## src/rtl/seg_pkg.sv

```systemverilog
// Shared types and constants for the 4-digit scanned 7-segment driver.
// Holds digit slot indices, conversion FSM states and the segment encoder.
package seg_pkg;

    localparam logic [1:0] DIG_LO_U = 2'd0;
    localparam logic [1:0] DIG_LO_T = 2'd1;
    localparam logic [1:0] DIG_HI_U = 2'd2;
    localparam logic [1:0] DIG_HI_T = 2'd3;

    typedef enum logic [1:0] {
        ST_IDLE   = 2'd0,
        ST_CONV   = 2'd1,
        ST_COMMIT = 2'd2
    } conv_state_t;

    localparam logic [6:0] SEG_OFF = 7'h00;
    localparam logic [6:0] SEG_0   = 7'h3F;
    localparam logic [6:0] SEG_1   = 7'h06;
    localparam logic [6:0] SEG_2   = 7'h5B;
    localparam logic [6:0] SEG_3   = 7'h4F;
    localparam logic [6:0] SEG_4   = 7'h66;
    localparam logic [6:0] SEG_5   = 7'h6D;
    localparam logic [6:0] SEG_6   = 7'h7D;
    localparam logic [6:0] SEG_7   = 7'h07;
    localparam logic [6:0] SEG_8   = 7'h7F;
    localparam logic [6:0] SEG_9   = 7'h6F;

    // Active-high {g,f,e,d,c,b,a}; non-decimal codes go dark.
    function automatic logic [6:0] seg_encode(input logic [3:0] d);
        logic [6:0] s;
        case (d)
            4'd0:    s = SEG_0;
            4'd1:    s = SEG_1;
            4'd2:    s = SEG_2;
            4'd3:    s = SEG_3;
            4'd4:    s = SEG_4;
            4'd5:    s = SEG_5;
            4'd6:    s = SEG_6;
            4'd7:    s = SEG_7;
            4'd8:    s = SEG_8;
            4'd9:    s = SEG_9;
            default: s = SEG_OFF;
        endcase
        return s;
    endfunction

endpackage

```

## src/rtl/seg_scan_driver_bcd.sv

```systemverilog
// Sequential double-dabble converter for a 6-bit binary field.
// Load with start, then six step pulses leave the 8-bit BCD result on bcd.
module bin6_to_bcd (
    input  logic       clock,
    input  logic       reset,
    input  logic       start,
    input  logic       step,
    input  logic [5:0] bin,
    output logic [7:0] bcd
);

    logic [5:0] shift_q;
    logic [7:0] acc_q;
    logic [3:0] adj_u;

    // Tens never exceeds 3 before a shift for 6-bit inputs, so only units is corrected.
    always_comb begin
        adj_u = acc_q[3:0];
        if (acc_q[3:0] >= 4'd5) adj_u = acc_q[3:0] + 4'd3;
    end

    always_ff @(posedge clock) begin
        if (reset) begin
            shift_q <= '0;
            acc_q   <= '0;
        end else if (start) begin
            shift_q <= bin;
            acc_q   <= '0;
        end else if (step) begin
            shift_q <= {shift_q[4:0], 1'b0};
            acc_q   <= {acc_q[6:4], adj_u, shift_q[5]};
        end
    end

    assign bcd = acc_q;

endmodule

```

## src/rtl/seg_scan_driver.sv

```systemverilog
// 4-digit multiplexed 7-segment driver: converts two 6-bit fields to BCD,
// commits them atomically and scans the digits with blanking between slots.
module seg_scan_driver
    import seg_pkg::*;
#(
    parameter int SCAN_DIV       = 64,
    parameter int BLANK_CYCLES   = 4,
    parameter bit SEG_ACTIVE_LOW = 1'b0
) (
    input  logic        clock,
    input  logic        reset,
    input  logic [11:0] data_show,
    input  logic [3:0]  byte_control,
    input  logic        colon,
    output logic [6:0]  segment,
    output logic        dp,
    output logic [3:0]  digit_sel,
    output logic        busy
);

    localparam int PW = $clog2(SCAN_DIV);

    conv_state_t state_q, state_d;
    logic [11:0] src_q;
    logic [2:0]  cnt_q;
    logic        start, step, commit;
    logic [7:0]  bcd_hi, bcd_lo;
    logic [7:0]  disp_hi_q, disp_lo_q;

    always_ff @(posedge clock) begin
        if (reset) state_q <= ST_IDLE;
        else       state_q <= state_d;
    end

    always_comb begin
        state_d = state_q;
        case (state_q)
            ST_IDLE:   if (data_show != src_q) state_d = ST_CONV;
            ST_CONV:   if (cnt_q == 3'd5) state_d = ST_COMMIT;
            ST_COMMIT: state_d = ST_IDLE;
            default:   state_d = ST_IDLE;
        endcase
    end

    always_comb begin
        start  = (state_q == ST_IDLE) && (data_show != src_q);
        step   = (state_q == ST_CONV);
        commit = (state_q == ST_COMMIT);
        busy   = (state_q != ST_IDLE);
    end

    always_ff @(posedge clock) begin
        if (reset) begin
            src_q     <= '0;
            cnt_q     <= '0;
            disp_hi_q <= '0;
            disp_lo_q <= '0;
        end else begin
            if (start) src_q <= data_show;
            if (start)     cnt_q <= '0;
            else if (step) cnt_q <= cnt_q + 3'd1;
            if (commit) begin
                disp_hi_q <= bcd_hi;
                disp_lo_q <= bcd_lo;
            end
        end
    end

    bin6_to_bcd u_bcd_hi (
        .clock (clock),
        .reset (reset),
        .start (start),
        .step  (step),
        .bin   (data_show[11:6]),
        .bcd   (bcd_hi)
    );

    bin6_to_bcd u_bcd_lo (
        .clock (clock),
        .reset (reset),
        .start (start),
        .step  (step),
        .bin   (data_show[5:0]),
        .bcd   (bcd_lo)
    );

    logic [PW-1:0] presc_q;
    logic [1:0]    idx_q;
    logic          blank;
    logic [3:0]    cur_digit;
    logic [6:0]    seg_d;
    logic          dp_d;
    logic [3:0]    sel_d;

    always_ff @(posedge clock) begin
        if (reset) begin
            presc_q <= '0;
            idx_q   <= '0;
        end else if (presc_q == PW'(SCAN_DIV - 1)) begin
            presc_q <= '0;
            idx_q   <= idx_q + 2'd1;
        end else begin
            presc_q <= presc_q + 1'b1;
        end
    end

    always_comb begin
        blank = (presc_q < PW'(BLANK_CYCLES));
        case (idx_q)
            DIG_LO_U: cur_digit = disp_lo_q[3:0];
            DIG_LO_T: cur_digit = disp_lo_q[7:4];
            DIG_HI_U: cur_digit = disp_hi_q[3:0];
            DIG_HI_T: cur_digit = disp_hi_q[7:4];
            default:  cur_digit = 4'd0;
        endcase
        sel_d = blank ? 4'd0 : ((4'd1 << idx_q) & byte_control);
        seg_d = SEG_OFF;
        if (!blank && byte_control[idx_q]) seg_d = seg_encode(cur_digit);
        dp_d = colon && (idx_q == DIG_HI_U) && !blank && byte_control[DIG_HI_U];
    end

    always_ff @(posedge clock) begin
        if (reset) begin
            segment   <= {7{SEG_ACTIVE_LOW}};
            dp        <= SEG_ACTIVE_LOW;
            digit_sel <= '0;
        end else begin
            segment   <= seg_d ^ {7{SEG_ACTIVE_LOW}};
            dp        <= dp_d ^ SEG_ACTIVE_LOW;
            digit_sel <= sel_d;
        end
    end

endmodule

```

## config.mk

```make
export PLATFORM = sky130hd
export DESIGN_NAME = seg_scan_driver
export DESIGN_NICKNAME = d
export VERILOG_FILES = /design/src/rtl/seg_pkg.sv /design/src/rtl/seg_scan_driver_bcd.sv /design/src/rtl/seg_scan_driver.sv
export SDC_FILE = /design/constraint.sdc
export NUM_CORES = 1
export LEC_CHECK = 0
export BUFFER_PORTS_ARGS = -buffer_cell sky130_fd_sc_hd__clkbuf_2
export CAP_MARGIN = 10
export CORE_AREA = 10 10 128 130
export DETAILED_ROUTE_END_ITERATION = 16
export DIE_AREA = 0 0 138 140
export PLACE_DENSITY = 0.5
export SLEW_MARGIN = 30
export SYNTH_ARGS = -nofsm -noshare
export SYNTH_HDL_FRONTEND = slang
export SYNTH_HIERARCHICAL = 1
export SYNTH_SLANG_ARGS = --single-unit
```

## constraint.sdc

```tcl
create_clock -name clock -period 4.2 [get_ports clock]
set_clock_uncertainty 0.1 [all_clocks]
set_input_delay 0.63 -clock clock [delete_from_list [all_inputs] [get_ports clock]]
set_output_delay 0.63 -clock clock [all_outputs]
set_load 0.02 [all_outputs]
```

==> metrics.txt, run 1 <==
# TYPE chip_impl_metric gauge
chip_impl_metric{name="final-instance-count-excl-fill",unit=""} 671
chip_impl_metric{name="post_cts_buffers",unit=""} 0
chip_impl_metric{name="synth.ff_latch_count",unit=""} 81
chip_impl_metric{name="power.total",unit="mW"} 1.76
chip_impl_metric{name="reg2reg_depth",unit=""} 8
chip_impl_metric{name="post_synth_num_cell_types",unit=""} 49
chip_impl_metric{name="reg2reg_setup_slack",unit="ns"} 1.77
chip_impl_metric{name="layout.core_utilization",unit="%"} 33.8
chip_impl_metric{name="globalRouteOverflowTotal",unit=""} 0
chip_impl_info{name="critical_path_cell_by_cell",value="inv_1, ha_1, inv_1, o2bb2ai_1, inv_1, ha_1, mux2_2, o21ai_0"} 1
chip_impl_metric{name="area.growth.synth_to_final",unit="%"} 14.0
chip_impl_metric{name="comb_power_share",unit="%"} 8.9
chip_impl_info{name="critical_path.slowest_cell",value="o2bb2ai_1"} 1
chip_impl_metric{name="worstHoldPathCells",unit=""} 1
chip_impl_metric{name="syn_area_per_cell",unit="µm²"} 8.68
chip_impl_metric{name="start_util",unit="%"} 29.6
chip_impl_metric{name="finalNetCount",unit=""} 523
chip_impl_metric{name="area_of_the_die",unit="mm²"} 0.0193
chip_impl_metric{name="gp_congestion",unit=""} 0.774
chip_impl_metric{name="mappedNetlistNets",unit=""} 507
chip_impl_metric{name="die_height",unit="µm"} 140
chip_impl_metric{name="crit_path_max_incr_delay",unit="ns"} 0.49
chip_impl_metric{name="post-route-min-period",unit="ns"} 2.43
chip_impl_metric{name="grt_max_degree",unit=""} 39
chip_impl_metric{name="final.period_utilization",unit="%"} 57.8
chip_impl_metric{name="setup_viol_count_final",unit=""} 0
chip_impl_info{name="cts-root-buf",value="clkbuf_16"} 1
chip_impl_metric{name="worstMarginPinSlew",unit="ns"} 0.810
chip_impl_metric{name="cts_hold_buf",unit=""} 0
chip_impl_metric{name="dp.final_hpwl",unit="mm"} 6.60
chip_impl_metric{name="std_cell_rows",unit=""} 43
chip_impl_metric{name="sw_frac_of_total",unit="%"} 24.4
chip_impl_metric{name="total_of_buffers_placed_on_input_and_output_ports",unit=""} 31
chip_impl_info{name="category_of_the_most_critical_setup_path",value="reg -> reg"} 1
chip_impl_metric{name="synth_area",unit="mm²"} 0.00408
chip_impl_metric{name="pre_cts_ws",unit="ns"} 1.45
chip_impl_metric{name="drv.max_cap_violation_count",unit=""} 0
chip_impl_metric{name="io-pin-count",unit=""} 32
chip_impl_metric{name="synthesis.yosys.warnings",unit=""} 6
chip_impl_metric{name="core",unit="mm²"} 0.0138
chip_impl_metric{name="critical_path.max_fanout",unit=""} 8
chip_impl_metric{name="synth_enable_flop_cells",unit=""} 0
chip_impl_metric{name="number_of_antenna_violations_at_the_first_check_in_global_routing",unit=""} 0
chip_impl_metric{name="post_cts_resized",unit=""} 0
chip_impl_metric{name="cp.required",unit="ns"} 4.35
chip_impl_metric{name="drt_drc_violations_left",unit=""} 0
chip_impl_metric{name="tritoncts.num_buffers",unit=""} 9
chip_impl_metric{name="timing.hold.ws",unit="ns"} 0.351
chip_impl_info{name="timing.critical_path.mode_cell",value="inv_1"} 1
chip_impl_metric{name="worstPathArrival",unit="ns"} 2.58
chip_impl_info{name="hp-class",value="reg -> reg"} 1
chip_impl_metric{name="via_count",unit=""} 3297
chip_impl_metric{name="routed_wl",unit="mm"} 9.37
chip_impl_metric{name="pwr-share-seq",unit="%"} 46.1
chip_impl_metric{name="ys_async_sr_fraction",unit="%"} 0
chip_impl_metric{name="first_pass_grt_wire_length",unit="mm"} 16.0
chip_impl_metric{name="final_cell_area",unit="mm²"} 0.00465
chip_impl_metric{name="power.clock.fraction",unit="%"} 45.0
chip_impl_info{name="rsz0062_at_grt",value="false"} 1
chip_impl_metric{name="relative_slew_slack",unit="%"} 46.0
chip_impl_metric{name="dieWidth",unit="µm"} 138
chip_impl_info{name="synth_ff_type",value="dfxtp_1"} 1
chip_impl_info{name="cts_tree",value="yes"} 1
chip_impl_metric{name="route.detailed.wl_per_inst",unit="µm"} 14.0
chip_impl_metric{name="synth-seq-area-share",unit="%"} 39.8
chip_impl_metric{name="first_global_vias",unit=""} 3418
chip_impl_info{name="startpoint_type",value="flip-flop"} 1
chip_impl_metric{name="power_density",unit="mW/mm²"} 379
chip_impl_metric{name="grt_util_all_layers",unit="%"} 9.63
chip_impl_metric{name="post-route-worst-setup-slack",unit="ns"} 1.77
chip_impl_metric{name="dr.pass1.iters",unit=""} 4
chip_impl_info{name="run_status",value="complete, no violations"} 1
chip_impl_metric{name="routed_via_density",unit=""} 4.91
chip_impl_metric{name="setup-tns-final",unit="ns"} 0
chip_impl_metric{name="placed_cells_incl_taps",unit=""} 655
chip_impl_metric{name="slew_viol_final",unit=""} 0
chip_impl_metric{name="cts-htree-levels",unit=""} 3
chip_impl_metric{name="clkLatencyLatePin",unit="ns"} 0.33
chip_impl_metric{name="antenna_cells",unit=""} 0
chip_impl_metric{name="final-hold-violation-count",unit=""} 0
chip_impl_metric{name="cell_internal_pwr",unit="mW"} 1.33
chip_impl_metric{name="timing.fmax",unit="GHz"} 0.412
chip_impl_metric{name="leakage",unit="nW"} 1.80
chip_impl_metric{name="final.fill_count",unit=""} 1479
chip_impl_metric{name="cts.sinks",unit=""} 81
chip_impl_info{name="timing.critical_path.to_type",value="flip-flop"} 1
chip_impl_metric{name="syn_inst",unit=""} 470
chip_impl_metric{name="residual_antenna_violating_net_count_after_detailed_routing",unit=""} 0
chip_impl_metric{name="power_switching",unit="mW"} 0.430
chip_impl_metric{name="clk_transition_reported_paths",unit="ns"} 0.06
chip_impl_metric{name="detailedRoute.firstIterationViolations",unit=""} 140
chip_impl_metric{name="cts.path.max_buffers",unit=""} 2
chip_impl_metric{name="post_route_cells_drive_above_1_share",unit="%"} 13.8
chip_impl_metric{name="peakVddDrop",unit="mV"} 0.179
chip_impl_metric{name="placed_cell_area",unit="mm²"} 0.00434
## area by class of cell
cell class | count | area [µm²] | share of cell area (%)
multi-input cells | 347 | 2270 | 48.8
flip-flops and latches | 81 | 1620 | 34.9
clock buffers | 10 | 239 | 5.14
well taps | 180 | 225 | 4.84
repair buffers | 34 | 178 | 3.82
clock inverters | 6 | 67.6 | 1.45
inverters | 13 | 48.8 | 1.05
## worst paths after layout
kind              start          to
min reg2reg  presc_q[0]  presc_q[0]
max            idx_q[0]  segment[6]
min          presc_q[0]  presc_q[0]
max reg2reg    idx_q[0]  segment[6]
## placed cells by master, fill, tap and decap left out, drive strengths merged, types with 4 or more instances in the layout
cell type  netlist  layout
dfxtp           81      81
nor2            46      46
a21oi           45      45
nand2           42      42
clkbuf          16      41
nand3           23      23
o21ai           22      22
mux2i           20      20
ha              18      18
nor2b           17      17
a22oi           16      16
xnor2           15      15
nand4           15      15
nor3b           14      14
inv             13      13
and3             7       7
nand2b           4       4
o31ai            4       4
or2              4       4
## power by group through the flow
stage / sequential, mW / combinational (mW) / clock, mW
floorplan: 0.825 / 0.120 / 0
global placement: 0.828 / 0.155 / 0
detailed placement: 0.829 / 0.158 / 0
CTS: 0.812 / 0.158 / 0.823
global route: 0.814 / 0.176 / 0.847
finish: 0.812 / 0.157 / 0.794
## critical path, delay by kind of cell, from the launching register on
family	cells	cell delay, ns
adder cells (fa/ha/maj)	2	0.54
buffers and inverters	3	0.44
AO/OA/AOI/OAI	2	0.66
flip-flops	1	0.35
multiplexers	1	0.26
## cells in the mapped netlist (2+ instances only)
cell	count	share of area [%]
and3_1	7	1.1
nor3b_1	14	2.6
a21oi_1	41	5.0
and2_1	3	0.46
mux2_4	2	0.74
buf_6	4	1.1
buf_2	6	0.74
xnor2_1	15	3.2
nor2_1	44	4.1
o21ai_1	2	0.25
o2bb2ai_1	2	0.43
nand2b_1	4	0.61
a31oi_1	3	0.46
nor4_1	3	0.46
o31ai_4	2	1.0
nand4_1	15	2.3
and4_1	3	0.64
or2_0	2	0.31
ha_1	18	5.5
nor2b_1	17	2.6
nor2_4	2	0.55
mux2i_1	20	4.9
xor2_1	3	0.64
a21oi_2	4	0.86
clkbuf_1	16	1.5
a21o_1	2	0.37
nand3_1	23	2.8
dfxtp_1	81	40
o21ai_0	20	2.5
o31ai_1	2	0.37
nor3_1	3	0.37
inv_1	13	1.2
nand2_1	42	3.9
buf_4	2	0.37
a22oi_1	16	2.9
## layer usage
layer	track usage, %	wire length (µm)	vias to the layer above
met5	0	0	-
met4	3.61	109	0
met3	2.84	405	11
met2	15.9	4440	54
met1	11.6	4420	1550
li1	-	-	1682
## kinds of logic after synthesis
family          after synthesis  share of synthesized area [%]
compound gates              100                           15.6
xor+xnor                     18                           3.87
flops                        81                           39.8
buf+inv                      42                           4.97
mux                          24                           6.57
fa+ha+maj                    18                           5.52
simple gates                187                           23.7
## registers in the layout, indices dropped and copies added (netlist names)
register          cells
disp_lo_q             8
dp                    1
idx_q                 2
cnt_q                 3
u_bcd_lo/shift_q      6
u_bcd_lo/bcd          8
u_bcd_hi/shift_q      6
digit_sel             4
src_q                12
disp_hi_q             8
presc_q               6
segment               7
state_q               2
u_bcd_hi/bcd          8
Note: power is estimated with default switching activity, not from simulation.
==> inputs of run 2 (changes only) <==
==> constraint.sdc (replaced) <==
create_clock -name clock -period 2.4 [get_ports clock]
set_clock_uncertainty 0.1 [all_clocks]
set_input_delay 0.36 -clock clock [delete_from_list [all_inputs] [get_ports clock]]
set_output_delay 0.36 -clock clock [all_outputs]
set_load 0.02 [all_outputs]
==> run 2 against run 1 <==
Effect of this change: final area up 2.9%; die area did not move; via count rose by 1.7%; largest power group is now clock; highest routed layer unchanged; critical endpoint unchanged.
==> metrics.txt, run 2 (synthesis results as in run 1) <==
# TYPE chip_impl_metric gauge
chip_impl_info{name="run_status",value="complete, no violations"} 1
chip_impl_metric{name="power.clock.fraction",unit="%"} 45.8
chip_impl_metric{name="setup_viol_count_final",unit=""} 0
chip_impl_metric{name="peakVddDrop",unit="mV"} 0.298
chip_impl_metric{name="core",unit="mm²"} 0.0138
chip_impl_metric{name="drt_drc_violations_left",unit=""} 0
chip_impl_metric{name="slew_viol_final",unit=""} 0
chip_impl_metric{name="critical_path.max_fanout",unit=""} 6
chip_impl_metric{name="dp.final_hpwl",unit="mm"} 6.37
chip_impl_metric{name="largest_register_ffs",unit=""} 12
chip_impl_metric{name="setup-tns-final",unit="ns"} 0
chip_impl_info{name="worst_r2r_startpoint",value="idx_q[0]"} 1
chip_impl_metric{name="std_cell_rows",unit=""} 43
chip_impl_metric{name="cp.required",unit="ns"} 2.57
chip_impl_metric{name="comb_power_share",unit="%"} 9.5
chip_impl_info{name="timing.critical_path.to_type",value="flip-flop"} 1
chip_impl_metric{name="cts-htree-levels",unit=""} 3
chip_impl_info{name="cts_tree",value="yes"} 1
chip_impl_info{name="rsz0062_at_grt",value="false"} 1
chip_impl_metric{name="residual_antenna_violating_net_count_after_detailed_routing",unit=""} 0
chip_impl_metric{name="sw_frac_of_total",unit="%"} 23.5
chip_impl_info{name="cts-root-buf",value="clkbuf_16"} 1
chip_impl_info{name="category_of_the_most_critical_setup_path",value="reg -> reg"} 1
chip_impl_metric{name="worstMarginPinSlew",unit="ns"} 0.595
chip_impl_info{name="largest_register",value="src_q"} 1
chip_impl_metric{name="relative_slew_slack",unit="%"} 60.3
chip_impl_metric{name="area_of_the_die",unit="mm²"} 0.0193
chip_impl_metric{name="total_of_buffers_placed_on_input_and_output_ports",unit=""} 31
chip_impl_metric{name="dr.pass1.iters",unit=""} 7
chip_impl_metric{name="power.total",unit="mW"} 3.17
chip_impl_metric{name="layout.core_utilization",unit="%"} 34.7
chip_impl_metric{name="via_count",unit=""} 3352
chip_impl_metric{name="cts.path.max_buffers",unit=""} 2
chip_impl_metric{name="detailedRoute.firstIterationViolations",unit=""} 130
chip_impl_metric{name="groute.layer.met3.usage",unit="%"} 3.65
chip_impl_metric{name="routed_via_density",unit=""} 4.89
chip_impl_metric{name="dieWidth",unit="µm"} 138
chip_impl_metric{name="number_of_antenna_violations_at_the_first_check_in_global_routing",unit=""} 0
chip_impl_metric{name="power_density",unit="mW/mm²"} 663
chip_impl_metric{name="globalRouteOverflowTotal",unit=""} 0
chip_impl_info{name="startpoint_type",value="flip-flop"} 1
chip_impl_metric{name="io-pin-count",unit=""} 32
chip_impl_info{name="layout.cells.most_common",value="dfxtp_1"} 1
chip_impl_metric{name="tritoncts.num_buffers",unit=""} 9
chip_impl_metric{name="routed_wl",unit="mm"} 9.21
chip_impl_metric{name="groute.layer.met1.usage",unit="%"} 12.1
chip_impl_metric{name="post_route_cells_drive_above_1_share",unit="%"} 15.6
chip_impl_metric{name="met2_global_route_usage",unit="%"} 14.8
chip_impl_metric{name="power_switching",unit="mW"} 0.746
chip_impl_metric{name="timing.fmax",unit="GHz"} 0.454
chip_impl_metric{name="post_cts_buffers",unit=""} 0
chip_impl_metric{name="gp_congestion",unit=""} 0.768
chip_impl_metric{name="cts.sinks",unit=""} 81
chip_impl_info{name="layout.cells.most_common_list",value="dfxtp_1 (81), nor2_1 (44), nand2_1 (42)"} 1
chip_impl_metric{name="final.fill_count",unit=""} 1479
chip_impl_metric{name="start_util",unit="%"} 29.6
chip_impl_metric{name="reg2reg_setup_slack",unit="ns"} 0.20
chip_impl_metric{name="route.detailed.wl_per_inst",unit="µm"} 13.4
chip_impl_metric{name="post-route-min-period",unit="ns"} 2.20
chip_impl_metric{name="finalNetCount",unit=""} 537
chip_impl_metric{name="pwr-share-seq",unit="%"} 44.7
chip_impl_info{name="r2r_end",value="segment[6]"} 1
chip_impl_metric{name="final-hold-violation-count",unit=""} 0
chip_impl_info{name="hold_end",value="dp"} 1
chip_impl_metric{name="antenna_cells",unit=""} 0
chip_impl_metric{name="reg2reg_depth",unit=""} 8
chip_impl_metric{name="grt_max_degree",unit=""} 67
chip_impl_info{name="hold_start",value="colon"} 1
chip_impl_metric{name="leakage",unit="nW"} 1.88
chip_impl_info{name="grt_busiest_layer",value="met2"} 1
chip_impl_metric{name="cell_internal_pwr",unit="mW"} 2.43
chip_impl_metric{name="clkLatencyLatePin",unit="ns"} 0.34
chip_impl_info{name="hp-class",value="in -> reg"} 1
chip_impl_metric{name="worstPathArrival",unit="ns"} 2.37
chip_impl_metric{name="post_cts_resized",unit=""} 0
chip_impl_metric{name="grt_util_all_layers",unit="%"} 9.58
chip_impl_metric{name="cts_hold_buf",unit=""} 0
chip_impl_metric{name="first_global_vias",unit=""} 3260
chip_impl_metric{name="worstHoldPathCells",unit=""} 2
chip_impl_metric{name="drv.max_cap_violation_count",unit=""} 0
chip_impl_metric{name="area.growth.synth_to_final",unit="%"} 17.3
chip_impl_metric{name="first_pass_grt_wire_length",unit="mm"} 15.8
chip_impl_metric{name="clk_transition_reported_paths",unit="ns"} 0.06
chip_impl_metric{name="die_height",unit="µm"} 140
chip_impl_metric{name="final.period_utilization",unit="%"} 91.8
run 2: cell types whose count changed in the layout (fill, tap and decap cells not counted):
| cell | previous run | this run |
|---|---|---|
| clkinv_4 | 2 | 0 |
| nor2b_1 | 15 | 16 |
| bufinv_16 | 1 | 2 |
| clkbuf_8 | 1 | 0 |
| buf_12 | 0 | 2 |
| buf_4 | 3 | 15 |
| nor2b_2 | 1 | 0 |
| clkbuf_1 | 0 | 2 |
run 2: critical path, cell delays in order, from the launching register on:
cell and delay (ns):
dfxtp_1 0.40, inv_1 0.12, ha_1 0.27, a22oi_1 0.17, o2bb2ai_1 0.28, inv_1 0.13, ha_1 0.24, mux2_2 0.26
o21ai_0 0.15
run 2: worst max path at each step:
stage,startpoint,cells past startpoint,endpoint,slack [ns]
final,idx_q[0],8,segment[6],0.20
after global routing,idx_q[1],8,segment[6],0.07
after CTS,idx_q[1],8,segment[6],0.17
after detailed placement,idx_q[1],8,segment[6],0.21
after global placement,idx_q[1],6,segment[3],0.28
after floorplan,state_q[1],7,u_bcd_hi/shift_q[1],0.22
run 2: final cells by class:
cell class                      count  area (µm²)  share of cell area [%]
Timing Repair Buffer               48         308                    6.43
Tap cell                          180         225                    4.71
Sequential cell                    81        1620                    33.9
Multi-Input combinational cell    347        2270                    47.4
Clock inverter                      5        80.1                    1.67
Inverter                           13        48.8                    1.02
Clock buffer                       11         233                    4.87
run 2: power groups by stage:
| stage | Sequential, mW | Clock (mW) | Combinational (mW) |
|---|---|---|---|
| after floorplan | 1.44 | 0 | 0.211 |
| after global placement | 1.45 | 0 | 0.297 |
| after detailed placement | 1.45 | 0 | 0.301 |
| after CTS | 1.42 | 1.49 | 0.302 |
| after global routing | 1.42 | 1.55 | 0.335 |
| final | 1.42 | 1.45 | 0.301 |
run 2: through the flow:
stage          setup slack (ns)  hold WS (ns)  std cells  area, µm²
2_1_floorplan             0.224         0.318        470       4080
4_1_cts                   0.173         0.124        685       4780
5_1_grt                  0.0665         0.128        685       4780
3_3_place_gp              0.285         0.334        669       4470
3_5_place_dp              0.215         0.343        669       4470
6_report                  0.198         0.129        685       4780
run 2: per-layer routing:
layer / wire length, µm / share of wire, %
met5: 0 / 0
met4: 141 / 1.5
met3: 489 / 5.3
met1: 4480 / 49
met2: 4100 / 45
